<file path="src/rtl/tile_sched_pkg.sv">
// tile_sched_pkg: shared widths, FSM state encoding and command record for tile_sched.
package tile_sched_pkg;
  localparam int DATA_WIDTH = 16;
  localparam int ADDR_WIDTH = 16;
  localparam int SYS_ROW = 16;
  localparam int CNT_WIDTH = 8;
  typedef enum logic [2:0] {IDLE = 3'b000, ISSUE, WAIT, WB, FIN} state_t;
  typedef struct packed {
    logic [DATA_WIDTH-1:0] num_row;
    logic [CNT_WIDTH-1:0] k_tiles;
    logic [CNT_WIDTH-1:0] n_tiles;
    logic [ADDR_WIDTH-1:0] in_base;
    logic [ADDR_WIDTH-1:0] w_base;
    logic [ADDR_WIDTH-1:0] out_base;
  } cmd_t;
endpackage

</file>
<file path="src/rtl/tile_addr_gen.sv">
// tile_addr_gen: running input/weight/output address accumulators stepped by the scheduler FSM.
module tile_addr_gen
  import tile_sched_pkg::*;
(
  input logic clk,
  input logic rstn,
  input logic load,
  input logic step_k,
  input logic step_n,
  input cmd_t cmd,
  output logic [ADDR_WIDTH-1:0] in_addr,
  output logic [ADDR_WIDTH-1:0] w_addr,
  output logic [ADDR_WIDTH-1:0] out_addr
);
  logic [ADDR_WIDTH-1:0] in_base, row;
  always_ff @(posedge clk or negedge rstn) begin
    if (!rstn) begin
      in_base <= '0;
      row <= '0;
      in_addr <= '0;
      w_addr <= '0;
      out_addr <= '0;
    end else if (load) begin
      in_base <= cmd.in_base;
      row <= ADDR_WIDTH'(cmd.num_row);
      in_addr <= cmd.in_base;
      w_addr <= cmd.w_base;
      out_addr <= cmd.out_base;
    end else if (step_k) begin
      in_addr <= in_addr + row;
      w_addr <= w_addr + ADDR_WIDTH'(SYS_ROW);
    end else if (step_n) begin
      // weight tiles are laid out n-major, so the weight pointer just keeps striding
      in_addr <= in_base;
      w_addr <= w_addr + ADDR_WIDTH'(SYS_ROW);
      out_addr <= out_addr + row;
    end
  end
endmodule

</file>
<file path="src/rtl/tile_sched.sv">
// tile_sched: N x K GEMM tile loop scheduler with writeback handshake; optional TILE_SCHED_PERF_EN perf counters.
module tile_sched
  import tile_sched_pkg::*;
(
  input logic clk,
  input logic rstn,
`ifdef TILE_SCHED_PERF_EN
  input logic perf_clr,
  output logic [31:0] perf_busy_cycles,
  output logic [31:0] perf_wb_stall,
`endif
  input logic cmd_valid,
  output logic cmd_ready,
  input logic [DATA_WIDTH-1:0] cmd_num_row,
  input logic [CNT_WIDTH-1:0] cmd_k_tiles,
  input logic [CNT_WIDTH-1:0] cmd_n_tiles,
  input logic [ADDR_WIDTH-1:0] cmd_in_base,
  input logic [ADDR_WIDTH-1:0] cmd_w_base,
  input logic [ADDR_WIDTH-1:0] cmd_out_base,
  output logic cc_en,
  output logic cc_weight_fill,
  output logic cc_weight_change,
  output logic [DATA_WIDTH-1:0] cc_num_row,
  output logic [ADDR_WIDTH-1:0] cc_in_addr,
  output logic [ADDR_WIDTH-1:0] cc_w_addr,
  output logic cc_accum_clear,
  input logic cc_sys_done,
  output logic wb_valid,
  input logic wb_ready,
  output logic [ADDR_WIDTH-1:0] wb_addr,
  output logic [DATA_WIDTH-1:0] wb_num_row,
  output logic busy,
  output logic done
);
  state_t state, nxt;
  logic [CNT_WIDTH-1:0] k, n, k_last, n_last, k_nx, n_nx, kl, nl;
  logic [DATA_WIDTH-1:0] row;
  logic load, step_k, step_n;
  cmd_t cmd;
  assign cmd = {cmd_num_row, cmd_k_tiles, cmd_n_tiles, cmd_in_base, cmd_w_base, cmd_out_base};
  assign cc_num_row = row;
  assign wb_num_row = row;
  tile_addr_gen u_addr (
    .clk(clk), .rstn(rstn), .load(load), .step_k(step_k), .step_n(step_n), .cmd(cmd),
    .in_addr(cc_in_addr), .w_addr(cc_w_addr), .out_addr(wb_addr)
  );
  always_comb begin
    nxt = state;
    load = 1'b0;
    step_k = 1'b0;
    step_n = 1'b0;
    case (state)
      IDLE: begin
        load = cmd_valid && cmd_ready;
        nxt = !load ? IDLE : (cmd_k_tiles == '0 || cmd_n_tiles == '0) ? FIN : ISSUE;
      end
      ISSUE: nxt = WAIT;
      WAIT: begin
        step_k = cc_sys_done && k != k_last;
        nxt = !cc_sys_done ? WAIT : step_k ? ISSUE : WB;
      end
      WB: begin
        step_n = wb_ready && n != n_last;
        nxt = !wb_ready ? WB : step_n ? ISSUE : FIN;
      end
      default: nxt = IDLE;
    endcase
    k_nx = (load || step_n) ? '0 : step_k ? k + 1'b1 : k;
    n_nx = load ? '0 : step_n ? n + 1'b1 : n;
    // on acceptance the limits are not captured yet, so take them from the command
    kl = load ? cmd_k_tiles - 1'b1 : k_last;
    nl = load ? cmd_n_tiles - 1'b1 : n_last;
  end
  always_ff @(posedge clk or negedge rstn) begin
    if (!rstn) begin
      state <= IDLE;
      k <= '0;
      n <= '0;
      k_last <= '0;
      n_last <= '0;
      row <= '0;
      cc_en <= 1'b0;
      cc_weight_fill <= 1'b0;
      cc_weight_change <= 1'b0;
      cc_accum_clear <= 1'b0;
      wb_valid <= 1'b0;
      busy <= 1'b0;
      cmd_ready <= 1'b0;
      done <= 1'b0;
    end else begin
      state <= nxt;
      k <= k_nx;
      n <= n_nx;
      if (load) begin
        k_last <= kl;
        n_last <= nl;
        row <= cmd_num_row;
      end
      cc_en <= nxt == ISSUE;
      if (nxt == ISSUE) begin
        cc_weight_fill <= k_nx == '0 && n_nx == '0;
        cc_weight_change <= !(k_nx == kl && n_nx == nl);
        cc_accum_clear <= k_nx == '0;
      end
      wb_valid <= nxt == WB;
      busy <= nxt != IDLE;
      cmd_ready <= nxt == IDLE;
      done <= state == FIN;
    end
  end
`ifdef TILE_SCHED_PERF_EN
  always_ff @(posedge clk or negedge rstn) begin
    if (!rstn) begin
      perf_busy_cycles <= '0;
      perf_wb_stall <= '0;
    end else if (perf_clr) begin
      perf_busy_cycles <= '0;
      perf_wb_stall <= '0;
    end else begin
      if (busy && !(&perf_busy_cycles)) perf_busy_cycles <= perf_busy_cycles + 1'b1;
      if (wb_valid && !wb_ready && !(&perf_wb_stall)) perf_wb_stall <= perf_wb_stall + 1'b1;
    end
  end
`endif
endmodule

</file>
<file path="config.mk">
export PLATFORM = sky130hd
export DESIGN_NAME = tile_sched
export DESIGN_NICKNAME = d
export VERILOG_FILES = /design/src/rtl/tile_sched_pkg.sv /design/src/rtl/tile_addr_gen.sv /design/src/rtl/tile_sched.sv
export SDC_FILE = /design/constraint.sdc
export NUM_CORES = 1
export LEC_CHECK = 0
export ABC_AREA = 1
export CORE_MARGIN = 3
export CORE_UTILIZATION = 55
export DETAILED_ROUTE_END_ITERATION = 16
export PLACE_DENSITY_LB_ADDON = 0.3
export SLEW_MARGIN = 20
export SYNTH_ARGS = -nofsm -noshare
export SYNTH_HDL_FRONTEND = slang
export SYNTH_SLANG_ARGS = --single-unit
</file>
<file path="constraint.sdc">
create_clock -name clk -period 3.71 [get_ports clk]
set_input_delay 0.5565 -clock clk [delete_from_list [all_inputs] [get_ports clk]]
set_output_delay 0.5565 -clock clk [all_outputs]
set_load 0.01 [all_outputs]
</file>
# After elaboration in Yosys (flattened, before gate mapping)
# Index checks and enable logic that the tools add are counted.
[word_totals]
ff_bits = 123
wordCells = 79
in_bits = 85
[classes]
n_mux = 25
n_reduce_logical = 18
add_sub_neg = 7
eq_ne = 11
[op_table]
columns = ["cell", "n"]
rows = [
  ["16-bit two-way mux", 9],
  ["8-bit two-way mux", 6],
  ["16-bit adder", 2],
  ["8-bit logical NOT", 4],
  ["16-bit by 5-bit adder with 16-bit output (second input constant)", 1],
  ["8-bit by 1-bit adder with 8-bit output (second input constant)", 2],
  ["8-bit equality test", 2],
  ["8-bit inequality test", 2],
  ["8-bit by 1-bit subtractor with 8-bit output (second input constant)", 2],
  ["3-bit two-way mux", 4],
  ["3-bit case mux with 4 select lines", 1],
  ["3-bit by 2-bit equality test with 1-bit output (second input constant)", 3],
  ["3-bit by 1-bit equality test with 1-bit output (second input constant)", 2],
  ["3-bit logical NOT", 2],
  ["3-bit nonzero test", 2],
  ["1-bit logical AND", 5],
  ["2-bit two-way mux", 2],
  ["3-bit equality test (second input constant)", 1],
  ["1-bit two-way mux", 3],
  ["1-bit logical OR", 2],
  ["2-bit inequality test (second input constant)", 1],
  ["2-bit AND reduction", 1],
  ["2-bit nonzero test", 1],
  ["1-bit logical NOT", 1],
]

# Longest topological paths before layout
[depth]
word_depth = 8
mapped_depth = 19

# Modules after synthesis
# A second synthesis with hierarchy kept.
[unflattened]
cells_unflattened = 1311
hier_area_um2 = 9230.1
[by_module_without_submodules]
columns = ["mod", "area_each_um2", "instances", "cells_each"]
rows = [
  ["tile_addr_gen", 5475.3, 1, 792],
  ["tile_sched", 3754.9, 1, 519],
]

# Worst setup path after synthesis
# No wires, ideal clock.
[synth_timing]
kind = "reg2reg"
startpoint = "register cc_num_row[0] (netlist name)"
endpoint = "register u_addr.out_addr[14]"
path_stages_with_launch = 14
setup_time_ns = 0.116
t_arrival_ns = 2.205
slack_ns = 1.388
n_path_buf = 0
cell_sequence = "dfrtp_1 -> ha_1 -> inv_1 -> fa_1 -> nand3b_1 -> nand3_1 -> a21oi_1 -> o21ai_0 -> a21boi_1 -> o21ai_0 -> or2_2 -> nand3_1 -> nand2_1 -> nand2_1"
[synth_rtl]
columns = ["item", "line_no", "text"]
rows = [
  ["end signal: assignment", "tile_addr_gen.sv:28", "out_addr <= cmd.out_base;"],
  ["end signal: assignment", "tile_addr_gen.sv:36", "out_addr <= out_addr + row;"],
  ["end: declaration", "tile_addr_gen.sv:13", "output logic [ADDR_WIDTH-1:0] out_addr"],
]

==> flow_metrics.env <==
export IMPL_yosysTopAreaCellShare_pct=38.2
export IMPL_p_comb_share_pct=55.5
export IMPL_grt_max_degree=64
export IMPL_layout_drive_gt1_share_pct=6.20
export IMPL_startpoint_type="register"
export IMPL_num_vias=7796
export IMPL_final_area_mm2=0.0104
export IMPL_viasPerCell=5.49
export IMPL_fin_cells=1421
export IMPL_cts_buffers=17
export IMPL_hold_slack_ps=250
export IMPL_cts_tree="built"
export IMPL_p_switching_mw=4.19
export IMPL_finalCritPeriodShare_pct=73.3
export IMPL_end_kind="register"
export IMPL_place_congestion=0.901
export IMPL_die_w_um=127
export IMPL_route_detailed_drc=0
export IMPL_dr_pass1_iters=6
export IMPL_clkTransAtPathRegs_ps=60
export IMPL_rsz0062_at_grt="no"
export IMPL_netlist_area_mm2=0.00806
export IMPL_dpl_cell_area_mm2=0.00974
export IMPL_synth_fp_nets=1205
export IMPL_fmax_ghz=0.368
export IMPL_seq_power_share_pct=26.3
export IMPL_cts_htree_levels=4
export IMPL_critPathArrivalTime_ps=3030
export IMPL_fin_worst_skew_ps=7.70
export IMPL_grt_pass1_vias=7619
export IMPL_cts_root_buf="clkbuf_16"
export IMPL_grt_pass1_wl_um=36700
export IMPL_ant_nets=0
export IMPL_synth_commonest_cells="288 x nand2_1, 123 x dfrtp_1, 123 x inv_1"
export IMPL_internal_power_mw=5.51
export IMPL_rows=43
export IMPL_async_flop_share_pct=100
export IMPL_hold_path_class="input pin to asynchronous set/reset pin"
export IMPL_fin_crit_ps=2720
export IMPL_diodes=0
export IMPL_drv_slew=0
export IMPL_pwr_share_clk_pct=18.2
export IMPL_ys_types=47
export IMPL_grt_overflow_total=0
export IMPL_antenna_found_initial=1
export IMPL_power_leakage_nw=5.07
export IMPL_seq_area_frac_synth_pct=38.2
export IMPL_die_y_um=127
export IMPL_initial_utilization_pct=57.2
export IMPL_vdd_drop_max_mv=0.624
export IMPL_synth_seq_cells=123
export IMPL_final_net_count=1351
export IMPL_cp_max_fo=5
export IMPL_synth_edff_count=0
export IMPL_switching_share_pct=43.2
export IMPL_status="completed"
export IMPL_postRouteWirelength_um=22300
export IMPL_synthToLayoutAreaGrowth_pct=28.7
export IMPL_path_class="register to register"
export IMPL_io_buffers=172
export IMPL_detailedPlacementHpwl_um=16000
export IMPL_die_area_mm2=0.0161
export IMPL_clock_path_buffers=2
export IMPL_worstMarginPinSlew_ps=841
export IMPL_num_fill_cells=1103
export IMPL_p_per_area_mw_per_mm2=936
export IMPL_hold_viol_final=0
export IMPL_ys_flop_type="dfrtp_1"
export IMPL_yosys_warnings=0
export IMPL_setup_violations_final=0
export IMPL_track_usage_pct=28.3
export IMPL_syn_inst=1082
export IMPL_synth_area_leaders="dfrtp_1 38%, nand2_1 13%, inv_1 5.7%"
export IMPL_maxCapViolations=0
export IMPL_num_io_pins=173
export IMPL_dp_cells=1389
export IMPL_clk_latency_ps=420
export IMPL_relSlewSlack_pct=44.0
export IMPL_ctsHoldBuffers=0
export IMPL_worstPathRequired_ps=4020
export IMPL_synth_most_common_cell="nand2_1"
export IMPL_drt_iter0_drc=535
export IMPL_synth_top_area_cell="dfrtp_1"
export IMPL_clock_sinks=123
export IMPL_coreArea_mm2=0.0141
export IMPL_avgSynthCellArea_um2=7.45
export IMPL_routedWlPerCell_um=15.7
export IMPL_cts_resized=0
export IMPL_postCtsSetupBuffers=0
export IMPL_tns_ps=0
routing by layer:
layer | up-vias | global-route usage [%] | share of wire (%)
met5 | - | 0 | 0.040
met4 | 2 | 11.9 | 3.3
met3 | 58 | 6.06 | 6.6
met2 | 284 | 48.4 | 49
met1 | 3641 | 34.8 | 41
li1 | 3811 | - | -
placed cells by master (no fill, tap or decap), types with 8 or more instances in the layout:
master,instances
nand2_1,288
clkdlybuf4s50_1,171
inv_1,123
dfrtp_1,123
nor2_1,88
o21ai_0,88
nand3_1,56
a21oi_1,54
ha_1,36
xnor2_1,28
nand4_1,23
a31oi_1,22
xor2_1,19
clkbuf_16,17
nor3_1,8
buf_4,8
metrics by stage:
stage | util (%) | total power, mW | worst slack, ps
CTS | 73.6 | 9.71 | 976
global route | 73.6 | 10.5 | 655
finish | 73.6 | 9.71 | 992
detailed placement | 69.1 | 7.86 | 785
floorplan | - | 6.10 | 1390
global placement | 69.1 | 7.70 | 826
path summary, 6_finish.rpt:
path                             startpoint  slack [ps]                  end  depth (start not counted)
setup reg to reg              cc_num_row[0]         990  u_addr.out_addr[14]                         13
hold / removal                         rstn         250    u_addr.in_base[7]                          1
min in group clk           u_addr.w_addr[0]         480     u_addr.w_addr[0]                          2
max in group asynchronous              rstn        2660     u_addr.w_addr[5]                          2
setup / recovery              cc_num_row[0]         990  u_addr.out_addr[14]                         13
hold reg to reg            u_addr.w_addr[0]         480     u_addr.w_addr[0]                          2
power groups by stage:
stage               Sequential (mW)  Clock, mW  Combinational (mW)
global route                   2.62       1.84                6.06
floorplan                      2.53          0                3.57
CTS                            2.55       1.78                5.38
detailed placement             2.56          0                5.29
global placement               2.55          0                5.15
finish                         2.55       1.76                5.39
cells by family after synthesis:
family,share of synthesized area (%)
compound gates,13.4
xor+xnor,5.31
fa+ha+maj,6.08
buf+inv,10.3
flops,38.2
simple gates,26.8
critical path: stages (launching register included):
cell	delay, ps
dfrtp_1	470
ha_1	210
inv_1	50
fa_1	400
nand3b_1	180
nand3_1	110
a21oi_1	110
o21ai_0	300
a21boi_1	200
o21ai_0	250
or2_2	150
nand3_1	60
nand2_1	80
nand2_1	50
state kept, by name, summed over array words and instances, names as in the netlist:
name,flops
busy,1
cc_accum_clear,1
cc_en,1
cc_num_row,16
cc_weight_change,1
cc_weight_fill,1
cmd_ready,1
done,1
k,8
k_last,8
n,8
n_last,8
state,3
u_addr.in_addr,16
u_addr.in_base,16
u_addr.out_addr,16
u_addr.w_addr,16
wb_valid,1
cell type report:
class / count / area (um2) / area share [%]
clock inverter: 6 / 105 / 1.01
inverter: 130 / 490 / 4.73
timing repair buffer: 180 / 1790 / 17.3
multi-input combinational: 776 / 4160 / 40.1
clock buffer: 26 / 529 / 5.10
tap: 180 / 225 / 2.17
sequential: 123 / 3080 / 29.7
Note: power is estimated with default switching activity, not from simulation.
